==> config.mk <==
export PLATFORM = sky130hd
export DESIGN_NAME = fetch_unit
export DESIGN_NICKNAME = d
export VERILOG_FILES = /design/src/rtl/fetch_unit.sv
export SDC_FILE = /design/constraint.sdc
export NUM_CORES = 1
export LEC_CHECK = 0
export BUFFER_PORTS_ARGS = -buffer_cell sky130_fd_sc_hd__buf_2
export CAP_MARGIN = 20
export CORE_MARGIN = 3
export CORE_UTILIZATION = 49
export CTS_CLUSTER_SIZE = 16
export DETAILED_ROUTE_END_ITERATION = 8
export PLACE_DENSITY = 0.79
export SETUP_SLACK_MARGIN = 0.1
export SLEW_MARGIN = 20
export SYNTH_ARGS = -nofsm -noshare
export SYNTH_HDL_FRONTEND = slang
export SYNTH_SLANG_ARGS = --single-unit
==> constraint.sdc <==
create_clock -name clk -period 3 [get_ports clk]
set_input_delay 0.3 -clock clk [delete_from_list [all_inputs] [get_ports clk]]
set_output_delay 0.3 -clock clk [all_outputs]
set_load 0.005 [all_outputs]
==> src/rtl/fetch_unit.sv <==
// Instruction fetch stage: a single-outstanding memory request, a one-entry skid buffer and redirect/flush handling.
// Optional macro FETCH_TIMEOUT_EN adds a 255-cycle fetch watchdog that injects a NOP and raises a sticky fetch_err.
module fetch_unit #(
  parameter logic [31:0] RESET_PC = 32'h0000_0000
) (
  input  logic        clk,
  input  logic        rst_n,
  input  logic        if_rst,
  input  logic        if_en,
  output logic        if_valid,
  input  logic        redirect,
  input  logic [31:0] redirect_pc,
  output logic        imem_req,
  output logic [31:0] imem_addr,
  input  logic        imem_ack,
  input  logic [31:0] imem_data,
  output logic [31:0] inst_out,
  output logic [31:0] pc_out,
  output logic        fetch_err
);

  localparam logic [31:0] RESET_PC_ALIGNED = RESET_PC & 32'hFFFF_FFFC;

  typedef enum logic [1:0] {IDLE, FETCH, FULL, DROP} state_t;

  state_t      r_state, w_state_nxt;
  logic [31:0] r_pc, w_pc_nxt, r_addr;
  logic [31:0] r_inst_out, r_pc_out, r_skid_inst, r_skid_pc;
  logic        r_if_valid;
  logic        w_busy, w_tmo, w_ack;
  logic [31:0] w_data, w_redirect_pc;
  logic        w_load_out, w_load_skid, w_from_skid, w_valid_clr;

  assign w_busy        = (r_state == FETCH) || (r_state == DROP);
  assign w_ack         = imem_ack || w_tmo;
  assign w_data        = imem_ack ? imem_data : 32'h0000_0000;
  assign w_redirect_pc = redirect_pc & 32'hFFFF_FFFC;

  // NOTE: every signal written here gets a default first, so no path can infer a latch.
  always_comb begin
    w_state_nxt = r_state;
    w_pc_nxt    = r_pc;
    w_load_out  = 1'b0;
    w_load_skid = 1'b0;
    w_from_skid = 1'b0;
    w_valid_clr = 1'b0;
    case (r_state)
      IDLE: w_state_nxt = FETCH;
      FETCH: begin
        if (redirect || if_rst) begin
          if (redirect) w_pc_nxt = w_redirect_pc;
          w_valid_clr = 1'b1;
          // An ack in the same cycle retires the old request, so no drop is needed.
          w_state_nxt = w_ack ? FETCH : DROP;
        end else if (w_ack) begin
          w_pc_nxt = r_pc + 32'd4;
          if (if_en || !r_if_valid) begin
            w_load_out = 1'b1;
          end else begin
            w_load_skid = 1'b1;
            w_state_nxt = FULL;
          end
        end else if (if_en) begin
          w_valid_clr = 1'b1;
        end
      end
      FULL: begin
        if (redirect || if_rst) begin
          if (redirect) w_pc_nxt = w_redirect_pc;
          w_valid_clr = 1'b1;
          w_state_nxt = FETCH;
        end else if (if_en) begin
          w_from_skid = 1'b1;
          w_state_nxt = FETCH;
        end
      end
      DROP: begin
        if (redirect) w_pc_nxt = w_redirect_pc;
        if (redirect || if_rst || if_en) w_valid_clr = 1'b1;
        if (w_ack) w_state_nxt = FETCH;
      end
      default: w_state_nxt = IDLE;
    endcase
  end

  // NOTE: sequential state uses non-blocking assignments so every register samples pre-edge values.
  always_ff @(posedge clk or negedge rst_n) begin
    if (!rst_n) begin
      r_state <= IDLE;
      r_pc    <= RESET_PC_ALIGNED;
      r_addr  <= RESET_PC_ALIGNED;
    end else begin
      r_state <= w_state_nxt;
      r_pc    <= w_pc_nxt;
      // The address of an abandoned request must stay put until its ack arrives.
      if (w_state_nxt != DROP) r_addr <= w_pc_nxt;
    end
  end

  // NOTE: the skid entry is reset too; its contents are observable only through FULL, but a defined value keeps X out of pc_out.
  always_ff @(posedge clk or negedge rst_n) begin
    if (!rst_n) begin
      r_if_valid  <= 1'b0;
      r_inst_out  <= 32'h0;
      r_pc_out    <= 32'h0;
      r_skid_inst <= 32'h0;
      r_skid_pc   <= 32'h0;
    end else begin
      if (w_load_skid) begin
        r_skid_inst <= w_data;
        r_skid_pc   <= r_pc;
      end
      if (w_load_out) begin
        r_inst_out <= w_data;
        r_pc_out   <= r_pc;
        r_if_valid <= 1'b1;
      end else if (w_from_skid) begin
        r_inst_out <= r_skid_inst;
        r_pc_out   <= r_skid_pc;
        r_if_valid <= 1'b1;
      end else if (w_valid_clr) begin
        r_if_valid <= 1'b0;
      end
    end
  end

`ifdef FETCH_TIMEOUT_EN
  logic [7:0] r_tmo_cnt;
  logic       r_fetch_err;

  assign w_tmo = w_busy && !imem_ack && (r_tmo_cnt == 8'hFF);

  always_ff @(posedge clk or negedge rst_n) begin
    if (!rst_n) begin
      r_tmo_cnt   <= 8'h00;
      r_fetch_err <= 1'b0;
    end else begin
      if (redirect || imem_ack || w_tmo || !w_busy) r_tmo_cnt <= 8'h00;
      else                                          r_tmo_cnt <= r_tmo_cnt + 8'd1;
      if (w_tmo && (r_state == FETCH) && !redirect) r_fetch_err <= 1'b1;
    end
  end

  assign fetch_err = r_fetch_err;
`else
  assign w_tmo     = 1'b0;
  assign fetch_err = 1'b0;
`endif

  assign imem_req  = w_busy;
  assign imem_addr = r_addr;
  assign if_valid  = r_if_valid;
  assign inst_out  = r_inst_out;
  assign pc_out    = r_pc_out;

endmodule

After elaboration in Yosys (flattened, before gate mapping)
Cells that the tools add are included.
{"block": "totals", "input_bits": 70, "elab_cells": 58, "regBits": 195, "output_inout_bits": 99}
{"block": "classes", "add_sub_neg": 1, "n_reduce_logical": 8, "n_mux": 37, "n_eq_ne": 4}
{"op": "32-bit two-way mux", "n": 9}
{"op": "32-bit case mux with 3 select lines", "n": 1}
{"op": "32-bit by 3-bit adder with 32-bit output, second input constant", "n": 1}
{"op": "1-bit two-way mux", "n": 18}
{"op": "2-bit two-way mux", "n": 7}
{"op": "2-bit case mux with 4 select lines", "n": 1}
{"op": "2-bit == test, second input constant", "n": 2}
{"op": "1-bit logical OR", "n": 4}
{"op": "1-bit case mux with 3 select lines", "n": 1}
{"op": "3-bit nonzero test", "n": 1}
{"op": "2-bit by 1-bit == test with 1-bit output, second input constant", "n": 1}
{"op": "2-bit logical NOT", "n": 1}
{"op": "2-bit != test, second input constant", "n": 1}
{"op": "2-bit nonzero test", "n": 1}
{"op": "1-bit logical NOT", "n": 1}

Longest topological paths before layout
{"block": "depth", "depth_word": 7, "mapped_depth": 8, "mapped_depth_nobuf": 6}

Worst setup path before layout
OpenSTA, ideal clock, no wires.
{"block": "synth_path", "path_type": "register to register", "from": "register r_pc[2]", "to": "register r_addr[26], in the netlist imem_addr[26]", "period_less_slack_ns": 2.065, "path_stages_with_launch": 7, "setup_ns": 0.095, "arrival_ns": 1.970, "path_slack_ns": 0.935, "t_required_ns": 2.905, "path_buffers": 0, "cell_sequence": "dfrtp_1 > ha_1 > nand2_1 > nor4_4 > nor3b_1 > mux2_2 > o31ai_1"}
{"block": "synth_between", "elab_chain_cells": 4}
{"element": "start, declared", "line_no": "27", "source": "logic [31:0] r_pc, w_pc_nxt, r_addr;"}
{"element": "start signal, assigned", "line_no": "94", "source": "r_pc <= w_pc_nxt;"}
{"element": "32-bit by 3-bit adder with 32-bit output", "line_no": "56", "source": "w_pc_nxt = r_pc + 32'd4;"}
{"element": "32-bit two-way mux", "line_no": "55", "source": "end else if (w_ack) begin"}
{"element": "32-bit two-way mux", "line_no": "50", "source": "if (redirect || if_rst) begin"}
{"element": "32-bit case mux with 3 select lines", "line_no": "47", "source": "case (r_state)"}
{"element": "end signal, assigned", "line_no": "96", "source": "if (w_state_nxt != DROP) r_addr <= w_pc_nxt;"}
{"element": "end, declared", "line_no": "27"}
No other way between the ends.
A chain may end at the register's enable or synchronous reset.

Worst setup path after layout
Ends and elaborated chain as after synthesis.

==> results.py <==
metrics = {
    "layout": {
        "stdcell_area_um2": 10600,
        "fin_nets": 1029,
        "multi_input_area_um2": 3780,
        "seq_area_um2": 4880,
        "layout.cells.non_filler": 1196,
        "layout-drive-gt1-share_pct": 32.6,
        "final_util_pct": 60.6,
        "fill_cells": 1450,
        "antenna_cells": 0,
        "areaGrowthSynthToFinish_pct": 19.3,
    },
    "floorplanning": {
        "core_area_um2": 17500,
        "row_count": 48,
        "boundaryPins": 169,
        "initial_core_util_pct": 50.8,
        "die_y_um": 141,
        "die_w_um": 141,
        "fp.dieArea_um2": 19900,
    },
    "logic_synthesis": {
        "yosysMostFrequentCell": "dfrtp_1",
        "synth_largest_area_cell": "dfrtp_1",
        "ys_seq_area_share_pct": 54.7,
        "netlist_instances": 812,
        "async_flop_share_pct": 100,
        "synthTopCellsByCount": "195 x dfrtp_1, 131 x nand2_1, 82 x mux2_2, 52 x o21ai_0, 40 x mux2i_1",
        "synth_area_leaders": "dfrtp_1 55%, mux2_2 10%, nand2_1 5.5%, mux2i_1 4.5%, a22oi_1 3.0%",
        "synth_area_per_cell_um2": 11.0,
        "synth_edf_count": 0,
        "syn_area_um2": 8920,
        "ys_ff_latch": 195,
        "synth_top_area_share_pct": 54.7,
        "synth_ff_type": "dfrtp_1",
        "syn_nets": 883,
        "yosysUniqueCellTypes": 62,
        "ys_warn_count": 0,
    },
    "power_and_ir_drop": {
        "power_density_nw_per_um2": 623,
        "ir_drop_v": 0.000447,
        "p_total_mw": 6.63,
        "p_leak_nw": 4.99,
    },
    "clocking": {
        "clkLatencyLatePin_ns": 0.43,
        "cts_resized": 0,
        "cts.htree.levels": 4,
        "cts_sinks": 195,
        "cts_buffers": 17,
        "cts_tree": "done",
        "clk_pin_slew_ns": 0.07,
        "clk_path_buf_depth": 2,
        "clock-root-buffer": "clkbuf_16",
    },
    "global_route": {
        "grt_pass1_wl_um": 35700,
        "gr-total-overflow": 0,
        "grt_pass1_vias": 6821,
        "gr-usage-all-layers_pct": 22.4,
        "grt_max_degree": 90,
        "grt_antenna_before_repair": 0,
    },
    "sta": {
        "setup_tns_ns": 0,
        "slew_headroom_pct": 53.4,
        "finalCritPeriodShare_pct": 85.0,
        "setup_viol": 0,
        "whs_ns": 0.0820,
        "final-max-slew-violation-count": 0,
        "worstMarginPinSlew_ns": 0.694,
        "worst_slack_ns": 0.449,
        "rsz0062_at_grt": "no",
        "fmax_mhz": 392,
        "min_period_ns": 2.55,
        "skew_ns": 0.0114,
        "hold_viol": 0,
    },
    "placed_design": {
        "gp_congestion": 0.938,
        "dp_cells": 1163,
        "placed_cell_area_um2": 10000,
        "preCtsSetupSlack_ns": 0.615,
        "dp.final_hpwl_um": 15400,
        "port_buffers": 165,
    },
    "routing": {
        "drt-total-wl_um": 22200,
        "drt_first_pass_iters": 7,
        "drc_errors": 0,
        "wire_per_inst_um": 18.6,
        "ant_nets": 0,
        "vias": 6988,
        "drt-initial-drc-count": 553,
        "vias_per_cell": 5.84,
    },
    "status": {
        "status": "finished clean",
    },
    "critical_path": {
        "required_ns": 3.33,
        "endpoint_kind": "flop",
        "cp.arrival_ns": 2.88,
        "critPathMaxFanout": 8,
        "path_class": "flop to flop",
        "start_kind": "flop",
    },
    "job": {
        "drv_cap": 0,
    },
    "min_path": {
        "hold_class": "input port to flop",
    },
}
## power breakdown
part	leakage [nW]	switching (mW)	internal [mW]
registers	2.48	0.273	2.99
logic	2.22	0.522	0.482
clock network	0.294	1.03	1.33
total	4.99	1.82	4.80
## metal layers
metal,vias up,share of wire (%),track usage (%)
li1,3235,-,-
met1,3457,44,30.3
met2,273,48,36.3
met3,23,7.3,5.90
met4,0,1.1,5.51
met5,-,0,0
## state kept, by name, summed over array words and instances, names as in the netlist
register     cells
pc_out          32
r_pc            32
if_valid         1
r_skid_pc       32
r_skid_inst     32
r_state          2
imem_addr       32
inst_out        32
## cells by family after synthesis
| family | synth area share, % |
|---|---|
| compound gates | 12.3 |
| xor+xnor | 0.589 |
| fa+ha+maj | 0.140 |
| buf+inv | 3.17 |
| flops | 54.7 |
| mux | 14.8 |
| other cells | 0.0421 |
| simple gates | 14.2 |
## layout by cell type (no fill, tap or decap), types with 12 or more instances in the layout
| cell | n |
|---|---|
| a21oi_1 | 18 |
| a22oi_1 | 36 |
| buf_2 | 164 |
| buf_4 | 18 |
| clkbuf_16 | 17 |
| dfrtp_1 | 195 |
| mux2_2 | 82 |
| mux2i_1 | 40 |
| nand2_1 | 131 |
| nand3_1 | 15 |
| nand4_1 | 12 |
| nor2_1 | 31 |
| o21ai_0 | 52 |
## final timing paths
kind                       slack, ns  cells after the start                         to                   start
min reg2reg                     0.47                      2     pc_out[20]$_DFFE_PN0P_  pc_out[20]$_DFFE_PN0P_
max in group asynchronous       1.80                      3   imem_addr[0]$_DFFE_PN0P_                   rst_n
max reg2reg                     0.45                      6  imem_addr[26]$_DFFE_PN0P_       r_pc[2]$_DFF_PN0_
max                             0.45                      6  imem_addr[26]$_DFFE_PN0P_       r_pc[2]$_DFF_PN0_
min in group asynchronous       0.46                      2   inst_out[16]$_DFFE_PN0P_                   rst_n
min                             0.08                      3    inst_out[7]$_DFFE_PN0P_            imem_data[7]
## worst max-delay path, stage by stage (launching register included)
cell	delay [ns]
dfrtp_1	0.48
ha_1	0.23
nand2_1	0.20
nor4_4	0.48
nor3b_1	0.44
mux2_2	0.40
o31ai_1	0.22
## timing repair
action / 4_1_cts / 5_1_grt
endpoints found under the hold margin: 72 / 0
hold buffers: 1 / 0
buffers inserted: 0 / 0
## cell type report
type | count | share of cell area (%)
repair buffers | 189 | 10.2
flip-flops and latches | 195 | 45.9
well taps | 225 | 2.65
clock inverters | 13 | 1.65
multi-input cells | 553 | 35.5
inverters | 2 | 0.0706
clock buffers | 19 | 4.07
(Power assumes the default switching activity.)
